===== config.mk =====
export PLATFORM = sky130hd
export DESIGN_NAME = btn_counter_ctrl
export DESIGN_NICKNAME = d
export VERILOG_FILES = /design/src/rtl/btn_counter_ctrl.sv
export SDC_FILE = /design/constraint.sdc
export NUM_CORES = 1
export LEC_CHECK = 0
export BUFFER_PORTS_ARGS = -buffer_cell sky130_fd_sc_hd__buf_2
export CORE_MARGIN = 2
export CORE_UTILIZATION = 50
export DETAILED_ROUTE_END_ITERATION = 12
export PLACE_DENSITY = 0.66
export SLEW_MARGIN = 10
export SYNTH_ARGS = -nofsm -noshare
export SYNTH_HDL_FRONTEND = slang
export SYNTH_SLANG_ARGS = --single-unit

===== constraint.sdc =====
create_clock -name clk -period 2.95 [get_ports clk]
set_clock_uncertainty 0.15 [all_clocks]
set_input_delay 0.1475 -clock clk [delete_from_list [all_inputs] [get_ports clk]]
set_output_delay 0.1475 -clock clk [all_outputs]
set_load 0.05 [all_outputs]

===== src/rtl/btn_counter_ctrl.sv =====
// Push-button front end for a saturating up/down counter: per-button synchroniser,
// debounce FSM with optional auto-repeat, pending flags and a fixed-priority arbiter.

module btn_debounce #(
    parameter int DEB_CYCLES    = 50000,
    parameter int REPEAT_CYCLES = 0,
    parameter int CNT_W         = 17,
    parameter bit CAN_REPEAT    = 1'b0
) (
    input  logic clk,
    input  logic rst_n,
    input  logic btn_raw_i,
    output logic press_o
);
    // state        | meaning
    // RELEASED     | button stable released, waiting for a low sample
    // PRESS_WAIT   | low seen, counting stable low samples
    // PRESSED      | press accepted; repeat timer runs if enabled
    // RELEASE_WAIT | high seen, counting stable high samples
    typedef enum logic [1:0] {RELEASED, PRESS_WAIT, PRESSED, RELEASE_WAIT} state_t;

    localparam logic [CNT_W-1:0] DEB_LOAD = CNT_W'(DEB_CYCLES - 1);
    localparam logic [CNT_W-1:0] REP_LOAD = CNT_W'(REPEAT_CYCLES > 0 ? REPEAT_CYCLES - 1 : 0);
    localparam bit               REP_EN   = CAN_REPEAT && (REPEAT_CYCLES > 0);

    state_t           state_q, state_d;
    logic             sync1_q, sync2_q;
    logic [CNT_W-1:0] deb_tmr_q, deb_tmr_d;
    logic [CNT_W-1:0] rep_tmr_q, rep_tmr_d;
    logic             deb_done, rep_done;

    assign deb_done = (deb_tmr_q == '0);
    assign rep_done = REP_EN && (rep_tmr_q == '0);

    always_ff @(posedge clk or negedge rst_n) begin
        if (!rst_n) begin
            sync1_q   <= 1'b1;
            sync2_q   <= 1'b1;
            state_q   <= RELEASED;
            deb_tmr_q <= '0;
            rep_tmr_q <= '0;
        end else begin
            sync1_q   <= btn_raw_i;
            sync2_q   <= sync1_q;
            state_q   <= state_d;
            deb_tmr_q <= deb_tmr_d;
            rep_tmr_q <= rep_tmr_d;
        end
    end

    // Timers are down-counters loaded with period-1; terminal count is zero.
    always_comb begin
        state_d   = state_q;
        deb_tmr_d = deb_tmr_q;
        rep_tmr_d = rep_tmr_q;
        case (state_q)
            RELEASED: begin
                if (!sync2_q) begin
                    state_d   = PRESS_WAIT;
                    deb_tmr_d = DEB_LOAD;
                end
            end
            PRESS_WAIT: begin
                if (sync2_q) begin
                    state_d = RELEASED;
                end else if (deb_done) begin
                    state_d   = PRESSED;
                    rep_tmr_d = REP_LOAD;
                end else begin
                    deb_tmr_d = deb_tmr_q - 1'b1;
                end
            end
            PRESSED: begin
                if (sync2_q) begin
                    state_d   = RELEASE_WAIT;
                    deb_tmr_d = DEB_LOAD;
                end else if (REP_EN) begin
                    rep_tmr_d = rep_done ? REP_LOAD : rep_tmr_q - 1'b1;
                end
            end
            RELEASE_WAIT: begin
                // bounce back to PRESSED leaves the repeat phase untouched
                if (!sync2_q) begin
                    state_d = PRESSED;
                end else if (deb_done) begin
                    state_d = RELEASED;
                end else begin
                    deb_tmr_d = deb_tmr_q - 1'b1;
                end
            end
            default: state_d = RELEASED;
        endcase
    end

    always_comb begin
        press_o = 1'b0;
        case (state_q)
            PRESS_WAIT: press_o = !sync2_q && deb_done;
            PRESSED:    press_o = !sync2_q && rep_done;
            default:    press_o = 1'b0;
        endcase
    end
endmodule

module btn_counter_ctrl #(
    parameter int N             = 6,
    parameter int DEB_CYCLES    = 50000,
    parameter int REPEAT_CYCLES = 0,
    parameter int CNT_W         = 17
) (
    input  logic         clk,
    input  logic         rst_n,
    input  logic         btn_increment,
    input  logic         btn_decrement,
    input  logic         btn_reset,
    output logic [N-1:0] count,
    output logic         cmd_inc,
    output logic         cmd_dec,
    output logic         cmd_max,
    output logic         sat
);
    localparam logic [N-1:0] CNT_MAX = '1;

    logic         press_inc, press_dec, press_max;
    logic         pend_inc_q, pend_inc_d, pend_dec_q, pend_dec_d, pend_max_q, pend_max_d;
    logic         grant_inc, grant_dec, grant_max;
    logic [N-1:0] count_q, count_d;
    logic         cmd_inc_q, cmd_inc_d, cmd_dec_q, cmd_dec_d, cmd_max_q, cmd_max_d;
    logic         sat_q, sat_d;

    btn_debounce #(.DEB_CYCLES(DEB_CYCLES), .REPEAT_CYCLES(REPEAT_CYCLES), .CNT_W(CNT_W),
                   .CAN_REPEAT(1'b1))
        u_deb_inc (.clk(clk), .rst_n(rst_n), .btn_raw_i(btn_increment), .press_o(press_inc));

    btn_debounce #(.DEB_CYCLES(DEB_CYCLES), .REPEAT_CYCLES(REPEAT_CYCLES), .CNT_W(CNT_W),
                   .CAN_REPEAT(1'b1))
        u_deb_dec (.clk(clk), .rst_n(rst_n), .btn_raw_i(btn_decrement), .press_o(press_dec));

    btn_debounce #(.DEB_CYCLES(DEB_CYCLES), .REPEAT_CYCLES(REPEAT_CYCLES), .CNT_W(CNT_W),
                   .CAN_REPEAT(1'b0))
        u_deb_max (.clk(clk), .rst_n(rst_n), .btn_raw_i(btn_reset), .press_o(press_max));

    // Max outranks everything and discards any inc/dec waiting behind it.
    always_comb begin
        grant_max = pend_max_q;
        grant_dec = pend_dec_q && !pend_max_q;
        grant_inc = pend_inc_q && !pend_dec_q && !pend_max_q;

        pend_max_d = (pend_max_q && !grant_max) || press_max;
        pend_dec_d = (pend_dec_q && !grant_dec && !grant_max) || press_dec;
        pend_inc_d = (pend_inc_q && !grant_inc && !grant_max) || press_inc;

        count_d   = count_q;
        cmd_inc_d = 1'b0;
        cmd_dec_d = 1'b0;
        cmd_max_d = 1'b0;
        sat_d     = 1'b0;
        if (grant_max) begin
            count_d   = CNT_MAX;
            cmd_max_d = 1'b1;
        end else if (grant_dec) begin
            cmd_dec_d = 1'b1;
            if (count_q != '0) count_d = count_q - 1'b1;
            else               sat_d   = 1'b1;
        end else if (grant_inc) begin
            cmd_inc_d = 1'b1;
            if (count_q != CNT_MAX) count_d = count_q + 1'b1;
            else                    sat_d   = 1'b1;
        end
    end

    always_ff @(posedge clk or negedge rst_n) begin
        if (!rst_n) begin
            pend_inc_q <= 1'b0;
            pend_dec_q <= 1'b0;
            pend_max_q <= 1'b0;
            count_q    <= CNT_MAX;
            cmd_inc_q  <= 1'b0;
            cmd_dec_q  <= 1'b0;
            cmd_max_q  <= 1'b0;
            sat_q      <= 1'b0;
        end else begin
            pend_inc_q <= pend_inc_d;
            pend_dec_q <= pend_dec_d;
            pend_max_q <= pend_max_d;
            count_q    <= count_d;
            cmd_inc_q  <= cmd_inc_d;
            cmd_dec_q  <= cmd_dec_d;
            cmd_max_q  <= cmd_max_d;
            sat_q      <= sat_d;
        end
    end

    assign count   = count_q;
    assign cmd_inc = cmd_inc_q;
    assign cmd_dec = cmd_dec_q;
    assign cmd_max = cmd_max_q;
    assign sat     = sat_q;
endmodule


# Word-level counts from Yosys, hierarchy flattened
# Index checks and enable logic that the tools add are counted.
[word_totals] ff_bits=76 inputBits=5 elab_cells=147
[op_classes] addsub=5 eq_ne=29 muxes=58 reduce_logical=35
[ops] cell="$mux W17" n=15
[ops] cell="$pmux W17 S4" n=3
[ops] cell="$logic_not A17 Y1" n=3
[ops] cell="$sub A17 B1 Y17 const B" n=3
[ops] cell="$mux W2" n=18
[ops] cell="$mux W6" n=5
[ops] cell="$pmux W2 S4" n=3
[ops] cell="$reduce_and A4 Y1" n=6
[ops] cell="$mux W1" n=14
[ops] cell="$eq A2 B2 Y1 const B" n=6
[ops] cell="$ne A2 B1 Y1 const B" n=6
[ops] cell="$ne A2 B2 Y1 const B" n=6
[ops] cell="$logic_and A1 B1 Y1" n=10
[ops] cell="$ne A3 B1 Y1 const B" n=3
[ops] cell="$ne A3 B3 Y1 const B" n=3
[ops] cell="$logic_not A1 Y1" n=7
[ops] cell="$add A6 B1 Y6 const B" n=1
[ops] cell="$eq A2 B1 Y1 const B" n=3
[ops] cell="$logic_not A2 Y1" n=3
[ops] cell="$ne A6 B6 Y1 const B" n=1
[ops] cell="$reduce_bool A3 Y1" n=2
[ops] cell="$reduce_bool A6 Y1" n=1
[ops] cell="$sub A6 B1 Y6 const B" n=1
[ops] cell="$ne A3 B2 Y1 const B" n=1
[ops] cell="2 further kinds" n=3

# Longest topological paths before layout
# Gate-level depths: netlist (run 1).
[depth] depth_word=7 depth_mapped=8

# By module
# From an unflattened synthesis (run 1), not the netlist that was laid out.
[unflattened] hier_cells=433 hier_area_um2=4400.5
[by_module_without_submodules] module="btn_debounce (u_deb_dec ...)" instances=2 cells_each=121 area_each_um2=1198.6 seq_area_each_um2=528.0
[by_module_without_submodules] module="btn_debounce (u_deb_max)" instances=1 cells_each=125 area_each_um2=1253.7 seq_area_each_um2=528.0
[by_module_without_submodules] module="btn_counter_ctrl" instances=1 cells_each=66 area_each_um2=749.5 seq_area_each_um2=332.8

# Least setup slack after synthesis (run 1)
# No wires, ideal clock.
[synth_path] kind="register to register" from="register u_deb_dec.deb_tmr_q[1]" to="register u_deb_dec.deb_tmr_q[7]" arrival_time_ns=2.141 t_required_ns=2.679 slack_ns=0.539 stages_incl_launch_ff=9 synth_period_minus_slack_ns=2.411 path_cell_list="dfrtp_1 inv_1 ha_1 or3b_2 clkbuf_1 or4_1 o21ai_1 o21ai_1 a22o_1"
[synth_between] elab_chain_cells=4 word_cells_on_any_way=6 cone_classes="add/sub: 1; mux: 4; reduce/logical: 1"
[synth_rtl] item="start: declaration" line_no="28" rtl="logic [CNT_W-1:0] deb_tmr_q, deb_tmr_d;"
[synth_rtl] item="start signal: assignment" line_no="46" rtl="deb_tmr_q <= deb_tmr_d;"
[synth_rtl] item="$sub A17 B1 Y17 / $logic_not A17 Y1 (equally long branches)" line_no="70, 88, 32"
[synth_rtl] item="$mux W17 *" line_no="66, 85"
[synth_rtl] item="$mux W17 (on tied branches)" line_no="83, 64"
[synth_rtl] item="$pmux W17 S4 *" line_no="56" rtl="case (state_q)"
# Every way passes the cells marked *; elsewhere a longest branch is shown, timed or not. The select of a mux whose other input is x is not followed.
# A chain may end at the register's enable or synchronous reset.

# Worst setup path after layout (run 1)
# Same ends and word-level chain as after synthesis.

==> run metrics, run 1 <==
Worst-path clk slew 0.08 ns; DRC violations left 0; synth unique cells 64; max-slew violations 0; ys flop type dfrtp_1; max incr delay on CP 0.55 ns; HP Class reg -> reg; Post-Syn Area per Cell 9.34 um2; most frequent cell on the critical path o21ai_1; Seq/Total Area, Yosys 0.480; Leak 1.77 nW; sequential power share 0.524; Yosys reg bits 76; Detail Route Antenna Nets 0; Post-Route WL 8170 um; I/O Pins 15; initial antenna violation count 0; post-DR vias/cell 5.91; startpoint types flip-flop; drt wl/cell 14.7 um; setup TNS 0 ns; Slew headroom 0.369; Final nets 458; top cells by area, synth dfrtp_1 (40%), dfstp_2 (7.9%), nor2_1 (3.6%), nand2_1 (3.4%), a21oi_1 (2.9%); RSZ-0062 raised after global routing no; Psw 0.528 mW; routability congestion estimate 0.825; P&R area growth vs syn 11.6%; initial core utilization 0.516; die outline height 93.3 um; Comb pwr share 0.067; fin crit share 0.857; Final Critical Period 2.53 ns; sw frac 0.247; WS Path Type reg -> reg; CP Buf/Inv Count 1; layout cells sized above 1 0.137; number of global-route vias before repair 3107; top-area cell type share of the netlist area 0.401; Post-synth EDFFs 0; CTS root buf clkbuf_8; GRT overflow 0; critical path required time 3.04 ns; Die Wd 93.3 um; Pwr Total 2.14 mW; dpl hpwl 5440 um; die area 8710 um2; critical path endpoint category flip-flop; TritonCTS clock tree done; status complete, no violations; core area 7730 um2; Max-cap violations 0; Max Clock Freq 0.396 GHz; Yosys top cell by area dfrtp_1; CP delay by family, top simple AND/OR/NAND/NOR gates; Rows 32; critical path arrival 2.62 ns; PortBufs 14; final hold vios 0; post-cts sizing count 0; Clk pwr share 0.410; Post-Synthesis Cells 427; total track usage 0.202; 1st-iter DRT viols 195; # setup viols final 0; CP Cell Sequence inv_1, ha_1, or3b_2, or4_1, o21ai_1, o21ai_1, a22o_1; fillers 648; clk buf depth 2; Post-CTS Setup Inserts 0; Crit Path Max Fanout 7; synthesized area 3990 um2; antenna fix cells 0; VDD IR max 0.306 mV; CTS Sinks 76; clock latency on the worst-skew pair 0.35 ns; asr flop ratio synth 1.00; TritonRoute pass-1 iters 4; Pwr Density 480 nW/um2; TritonCTS buffer count 9; largest net degree at the start of global routing 77; Syn Nets 436; Synth warnings 0; Worst Tran Pin Value 0.946 ns; Clock H-tree levels 3; Internal 1.61 mW; Vias 3286; first-pass GRT wire length 14100 um; Slowest cell on crit path or3b_2
## per-stage QoR
step                      hold slack [ns]  setup slack (ns)  cell area [um2]  cells  utilization
final                               0.209             0.422             4450    556        0.576
after global routing                0.215             0.302             4450    556        0.576
after CTS                           0.209             0.432             4450    556        0.576
after detailed placement            0.104             0.441             4190    536        0.543
after global placement              0.102             0.512             4190    536        0.543
after floorplan                    -0.298             0.539             3990    427            -
## flip-flops by register name, indices dropped and copies added, names as in the netlist, 6 cells and up, named ones only
register / flops
u_deb_dec.deb_tmr_q: 17
count: 6
u_deb_max.deb_tmr_q: 17
u_deb_inc.deb_tmr_q: 17
## worst register-to-register path, cell delays in order, from the launching register on
cell,delay [ns]
dfrtp_1,0.41
inv_1,0.09
ha_1,0.19
or3b_2,0.55
or4_1,0.53
o21ai_1,0.23
o21ai_1,0.10
a22o_1,0.18
## power by group through the flow
stage	registers [mW]	clock network [mW]	logic, mW
final	1.12	0.876	0.142
after global routing	1.13	0.948	0.164
after CTS	1.12	0.901	0.145
after detailed placement	1.14	0	0.141
after global placement	1.14	0	0.136
after floorplan	1.13	0	0.0893
## layout by cell type (no fill, tap or decap), drive strengths merged, types with 3 or more instances in the layout
master	synthesis	final
mux2i	5	5
dfstp	12	12
dfrtp	64	64
clkinv	1	4
o41ai	7	7
a21boi	4	4
inv	15	15
and3	3	3
o21ai	24	24
nor2	38	38
xor2	4	4
dlygate4sd3	0	4
nand2b	8	8
buf	2	24
o31ai	8	8
xnor2	5	5
or4	10	10
nor3	23	23
ha	4	4
nor2b	6	6
a21oi	23	23
nand3	14	14
clkbuf	15	10
nor4	16	16
o21a	3	3
or3	11	11
a31oi	10	10
nand2	36	36
nand4b	3	3
nand4	9	9
## cell type report
cell class,count,area [um2],area share
timing repair buffer,28,188,0.0422
inverter,16,60.1,0.0135
multi-input combinational,318,1940,0.436
sequential,76,1920,0.431
clock inverter,6,90.1,0.0202
clock buffer,10,128,0.0287
tap,102,128,0.0287
## cells by family after synthesis
logic type                 synth area share
and+or+nand+nor                       0.258
xor gates and xnor gates             0.0198
DFF                                   0.480
muxes                                0.0125
AOI/OAI and AO/OA                     0.184
adders and majority gates            0.0125
buffers and inverters                0.0329
## worst paths after layout
path / startpoint / endpoint / slack, ns / depth (start not counted)
setup / recovery: u_deb_dec.deb_tmr_q[1] / u_deb_dec.deb_tmr_q[7] / 0.42 / 7
hold / removal: u_deb_max.sync1_q / u_deb_max.sync2_q / 0.21 / 0
setup reg to reg: u_deb_dec.deb_tmr_q[1] / u_deb_dec.deb_tmr_q[7] / 0.42 / 7
hold reg to reg: u_deb_max.sync1_q / u_deb_max.sync2_q / 0.21 / 0
max in group asynchronous: rst_n / u_deb_max.deb_tmr_q[14] / 1.69 / 2
min in group asynchronous: rst_n / u_deb_dec.state_q[0] / 0.34 / 2
## Yosys cell counts (all sizes together), types with 5 or more instances
cell type  count
o21ai         24
clkbuf        15
nor4          16
a31oi         10
nand4          9
or4           10
a21oi         23
o41ai          7
nor2b          6
nor2          38
o31ai          8
dfstp         12
nand2         36
nand2b         8
or3           11
nand3         14
inv           15
xnor2          5
dfrtp         64
nor3          23
mux2i          5
## per-layer routing
| metal | vias to the layer above | wire [um] | global-route usage |
|---|---|---|---|
| li1 | 1640 | - | - |
| met1 | 1584 | 4060 | 0.280 |
| met2 | 54 | 3750 | 0.318 |
| met3 | 8 | 248 | 0.0330 |
| met4 | 0 | 108 | 0.0772 |
| met5 | - | 0 | 0 |
## repair_timing
item,CTS,global route
setup endpoints to repair,0,0
hold buffers,4,0
hold endpoints to repair,67,0
No activity file was read; power rests on OpenSTA's default activity.
==> run 2, diff against run 1 <==
- ABC_CLOCK_PERIOD_IN_PS: default -> 2950
- CORE_ASPECT_RATIO: default -> 1.4
==> run 2 against run 1 <==
Non-clock buffer count did not move. Combinational power is essentially flat. Utilization grew 0.48 points. Largest power group unchanged. Clock power increased by 23%. Routed wire length is 2.6% higher. Flip-flop and latch count is the same.
==> run metrics, run 2 (synthesized netlist as in run 1, its figures left out) <==
Vias 3360; TritonCTS clock tree done; CTS root buf clkbuf_8; Slowest cell on crit path or3b_2; Worst Tran Pin Value 1.10 ns; total track usage 0.213; Crit Path Max Fanout 7; Worst Setup SP u_deb_dec.deb_tmr_q[0]; clk buf depth 2; Clock H-tree levels 3; setup TNS 0 ns; footprint of the multi-input gates 1940 um2; Worst-path clk slew 0.08 ns; biggest regs u_deb_dec.deb_tmr_q (17), u_deb_inc.deb_tmr_q (17), u_deb_max.deb_tmr_q (17); Post-Route WL 8380 um; Final WS setup 0.409 ns; VDD IR max 0.288 mV; Max-cap violations 0; WS Path Type reg -> reg; initial core utilization 0.515; dpl hpwl 5710 um; number of global-route vias before repair 3333; core area 7750 um2; most frequent cells in the layout dfrtp_1 (64), nor2_1 (38), nand2_1 (36); clock latency on the worst-skew pair 0.36 ns; RSZ-0062 raised after global routing no; drt wl/cell 15.1 um; Hold WS 0.208 ns; Slew headroom 0.264; worst reg2reg path startpoint u_deb_dec.deb_tmr_q[0]; Detail Route Antenna Nets 0; largest net degree at the start of global routing 77; worst slack, placed 0.417 ns; 1st-iter DRT viols 178; critical path endpoint category flip-flop; PortBufs 14; Final nets 458; max-slew violations 0; commonest non-fill, non-tap cell in the layout dfrtp_1; Pwr Density 519 nW/um2; die outline height 110 um; GRT overflow 0; Die Wd 79.5 um; initial antenna violation count 0; Worst Min Path Start u_deb_dec.sync1_q; I/O Pins 15; HP Class reg -> reg; CTS Sinks 76; Final Critical Period 2.54 ns; TritonRoute pass-1 iters 6; most frequent cell on the critical path o21ai_1; critical path required time 3.05 ns; Max Clock Freq 0.394 GHz; Rows 38; critical path arrival 2.64 ns; die area 8720 um2; final hold vios 0; fillers 689; layout cells sized above 1 0.139; startpoint types flip-flop; register area 1920 um2; fin crit share 0.861; post-cts sizing count 0; DRC violations left 0; TritonCTS buffer count 9; antenna fix cells 0; CP Cell Sequence inv_1, ha_1, or3b_2, or4_1, o21ai_1, o21ai_1, a22o_1; status complete, no violations; first-pass GRT wire length 14800 um; # setup viols final 0; post-DR vias/cell 6.06; Leak 1.80 nW; max incr delay on CP 0.54 ns; P&R area growth vs syn 12.8%; routability congestion estimate 0.868
## run 2: worst max-delay path: cells and delay by family (launching register included)
| kind | cells | cell delay (ns) |
|---|---|---|
| buffers and inverters | 1 | 0.09 |
| AOI/OAI and AO/OA | 3 | 0.54 |
| and+or+nand+nor | 2 | 1.07 |
| DFF | 1 | 0.41 |
| adders and majority gates | 1 | 0.19 |
## run 2: worst paths after layout
check / end / slack [ns] / cells after the start
setup / recovery: u_deb_dec.deb_tmr_q[7] / 0.41 / 7
hold / removal: u_deb_dec.sync2_q / 0.21 / 0
setup reg to reg: u_deb_dec.deb_tmr_q[7] / 0.41 / 7
hold reg to reg: u_deb_dec.sync2_q / 0.21 / 0
max in group asynchronous: u_deb_max.deb_tmr_q[16] / 1.74 / 2
min in group asynchronous: cmd_inc / 0.32 / 2
## run 2: power breakdown
| part | total [mW] | switching [mW] | internal [mW] |
|---|---|---|---|
| Sequential | 1.12 | 0.0407 | 1.08 |
| Combinational | 0.141 | 0.0888 | 0.0517 |
| Clock | 1.08 | 0.422 | 0.655 |
## run 2: final cells by class
cell class,instances,area share
clock inverters,7,0.0325
inverters,16,0.0133
well taps,100,0.0278
repair buffers,28,0.0417
clock buffers,9,0.0275
flip-flops and latches,76,0.426
multi-input cells,318,0.431
## run 2: layer usage
layer	track usage	wire length, um	vias up
li1	-	-	1644
met1	0.263	3760	1659
met2	0.360	4260	43
met3	0.0394	203	14
met4	0.0961	159	0
met5	0	0	-
## run 2: stage by stage
step / utilization / area (um2) / instances / power (mW)
after detailed placement: 0.541 / 4190 / 534 / 1.28
after global placement: 0.541 / 4190 / 534 / 1.27
final: 0.581 / 4500 / 554 / 2.34
after global routing: 0.581 / 4500 / 554 / 2.42
after floorplan: - / 3990 / 427 / 1.22
after CTS: 0.581 / 4500 / 554 / 2.35
## run 2: timing repair
item                      4_1_cts  5_1_grt
hold buffers                    4        0
buffers inserted                0        0
hold endpoints to repair       67        0
==> run 3, diff against run 2 <==
- PLACE_DENSITY: 0.66 -> 0.7
==> run 3 against run 2 <==
Final cell count stayed put. Global-route usage is 0.20 points lower. Maximum frequency is 0.68% higher. Utilization is 0.71 points lower. Largest cell class unchanged. Largest power group unchanged.
==> run metrics, run 3 (synthesized netlist as in run 1, its figures left out) <==
status complete, no violations; post-DR vias/cell 6.01; fillers 682; critical path arrival 2.61 ns; antenna fix cells 0; commonest non-fill, non-tap cell in the layout dfrtp_1; WS Path Type reg -> reg; Internal 1.60 mW; Clk pwr share 0.407; Final nets 458; Psw 0.522 mW; Layout Utilization 0.574; RSZ-0062 raised after global routing no; Crit Path Max Fanout 7; Post-CTS Setup Inserts 0; Max Clock Freq 0.396 GHz; clock latency on the worst-skew pair 0.35 ns; die outline height 110 um; HP Class reg -> reg; FF-to-FF path depth 7; TritonCTS buffer count 9; Max-cap violations 0; GRT overflow 0; CP endpoint u_deb_dec.deb_tmr_q[7]; PortBufs 14; sequential power share 0.527; Slew headroom 0.376; first-pass GRT wire length 14500 um; Worst Tran Pin Value 0.936 ns; Detail Route Antenna Nets 0; sw frac 0.246; 1st-iter DRT viols 179; Final Critical Period 2.52 ns; initial antenna violation count 0; Clock H-tree levels 3; largest net degree at the start of global routing 77; worst reg2reg path startpoint u_deb_dec.deb_tmr_q[0]; # setup viols final 0; dpl cells 534; routability congestion estimate 0.853; Rows 38; Reg2Reg Capture Point u_deb_dec.deb_tmr_q[7]; drt wl/cell 14.7 um; dpl hpwl 5490 um; CTS Sinks 76; clk buf depth 2; setup TNS 0 ns; DRC violations left 0; Vias 3329; Worst Setup SP u_deb_dec.deb_tmr_q[0]; initial core utilization 0.515; critical path required time 3.04 ns; I/O Pins 15; max-slew violations 0; P&R area growth vs syn 11.4%; layout cells sized above 1 0.139; biggest regs u_deb_dec.deb_tmr_q (17), u_deb_inc.deb_tmr_q (17), u_deb_max.deb_tmr_q (17); die area 8720 um2; final hold vios 0; TritonCTS clock tree done; Die Wd 79.5 um; Post-Route WL 8150 um; most frequent cells in the layout dfrtp_1 (64), nor2_1 (38), nand2_1 (36); Comb pwr share 0.066; total track usage 0.211; Leak 1.77 nW; startpoint types flip-flop; TritonRoute pass-1 iters 4; CTS root buf clkbuf_8; post-cts sizing count 0; core area 7750 um2; number of global-route vias before repair 3192; VDD IR max 0.388 mV; Pwr Density 478 nW/um2; FF-to-FF setup slack 0.43 ns; Worst-path clk slew 0.08 ns; fin cells 554; fin crit share 0.855; critical path endpoint category flip-flop
-- run 3: cell count changes in the layout (fill, tap and decap cells not counted), sizes merged --
cell,previous run,this run
clkinvlp,0,1
clkinv,2,5
inv,17,15
bufinv,4,2
-- run 3: worst max-delay path: stages, from the launching register on --
cell	delay (ns)
dfrtp_1	0.40
inv_1	0.09
ha_1	0.19
or3b_2	0.54
or4_1	0.53
o21ai_1	0.23
o21ai_1	0.10
a22o_1	0.18
-- run 3: power groups by stage --
stage / Combinational (mW) / Sequential, mW / Clock, mW
2_1_floorplan: 0.0893 / 1.13 / 0
5_1_grt: 0.162 / 1.13 / 0.935
6_report: 0.139 / 1.12 / 0.865
3_3_place_gp: 0.133 / 1.14 / 0
3_5_place_dp: 0.137 / 1.14 / 0
4_1_cts: 0.142 / 1.12 / 0.895
-- run 3: worst min path at each step --
stage	endpoint	slack [ns]	startpoint	cells after the start
after floorplan	asynchronous set/reset pin	-0.30	rst_n	0
after global placement	u_deb_max.sync1_q	0.10	btn_reset	1
after detailed placement	u_deb_max.sync1_q	0.10	btn_reset	1
after CTS	u_deb_dec.sync2_q	0.21	u_deb_dec.sync1_q	0
after global routing	u_deb_dec.sync2_q	0.21	u_deb_dec.sync1_q	0
final	u_deb_dec.sync2_q	0.21	u_deb_dec.sync1_q	0
-- run 3: through the flow --
step / setup slack [ns] / total power [mW] / hold slack [ns] / area [um2]
after floorplan: 0.539 / 1.22 / -0.298 / 3990
after global placement: 0.518 / 1.27 / 0.103 / 4190
after detailed placement: 0.471 / 1.28 / 0.104 / 4190
after CTS: 0.464 / 2.16 / 0.208 / 4450
after global routing: 0.271 / 2.22 / 0.212 / 4450
final: 0.427 / 2.12 / 0.207 / 4450
-- run 3: layout make-up --
| type | instances | area (um2) | area share |
|---|---|---|---|
| tap | 100 | 125 | 0.0281 |
| clock buffer | 9 | 124 | 0.0279 |
| timing repair buffer | 28 | 188 | 0.0422 |
| clock inverter | 7 | 91.3 | 0.0205 |
| sequential | 76 | 1920 | 0.431 |
| multi-input combinational | 318 | 1940 | 0.437 |
| inverter | 16 | 60.1 | 0.0135 |
-- run 3: timing repair --
item | in CTS | in global routing
hold buffers | 4 | 0
endpoints found under the hold margin | 67 | 0
setup endpoints to repair | 0 | 0
-- run 3: routing by layer --
| layer | track usage | vias up | wire [um] |
|---|---|---|---|
| li1 | - | 1653 | - |
| met1 | 0.267 | 1599 | 3630 |
| met2 | 0.353 | 68 | 4060 |
| met3 | 0.0246 | 9 | 298 |
| met4 | 0.110 | 0 | 158 |
| met5 | 0 | - | 0 |
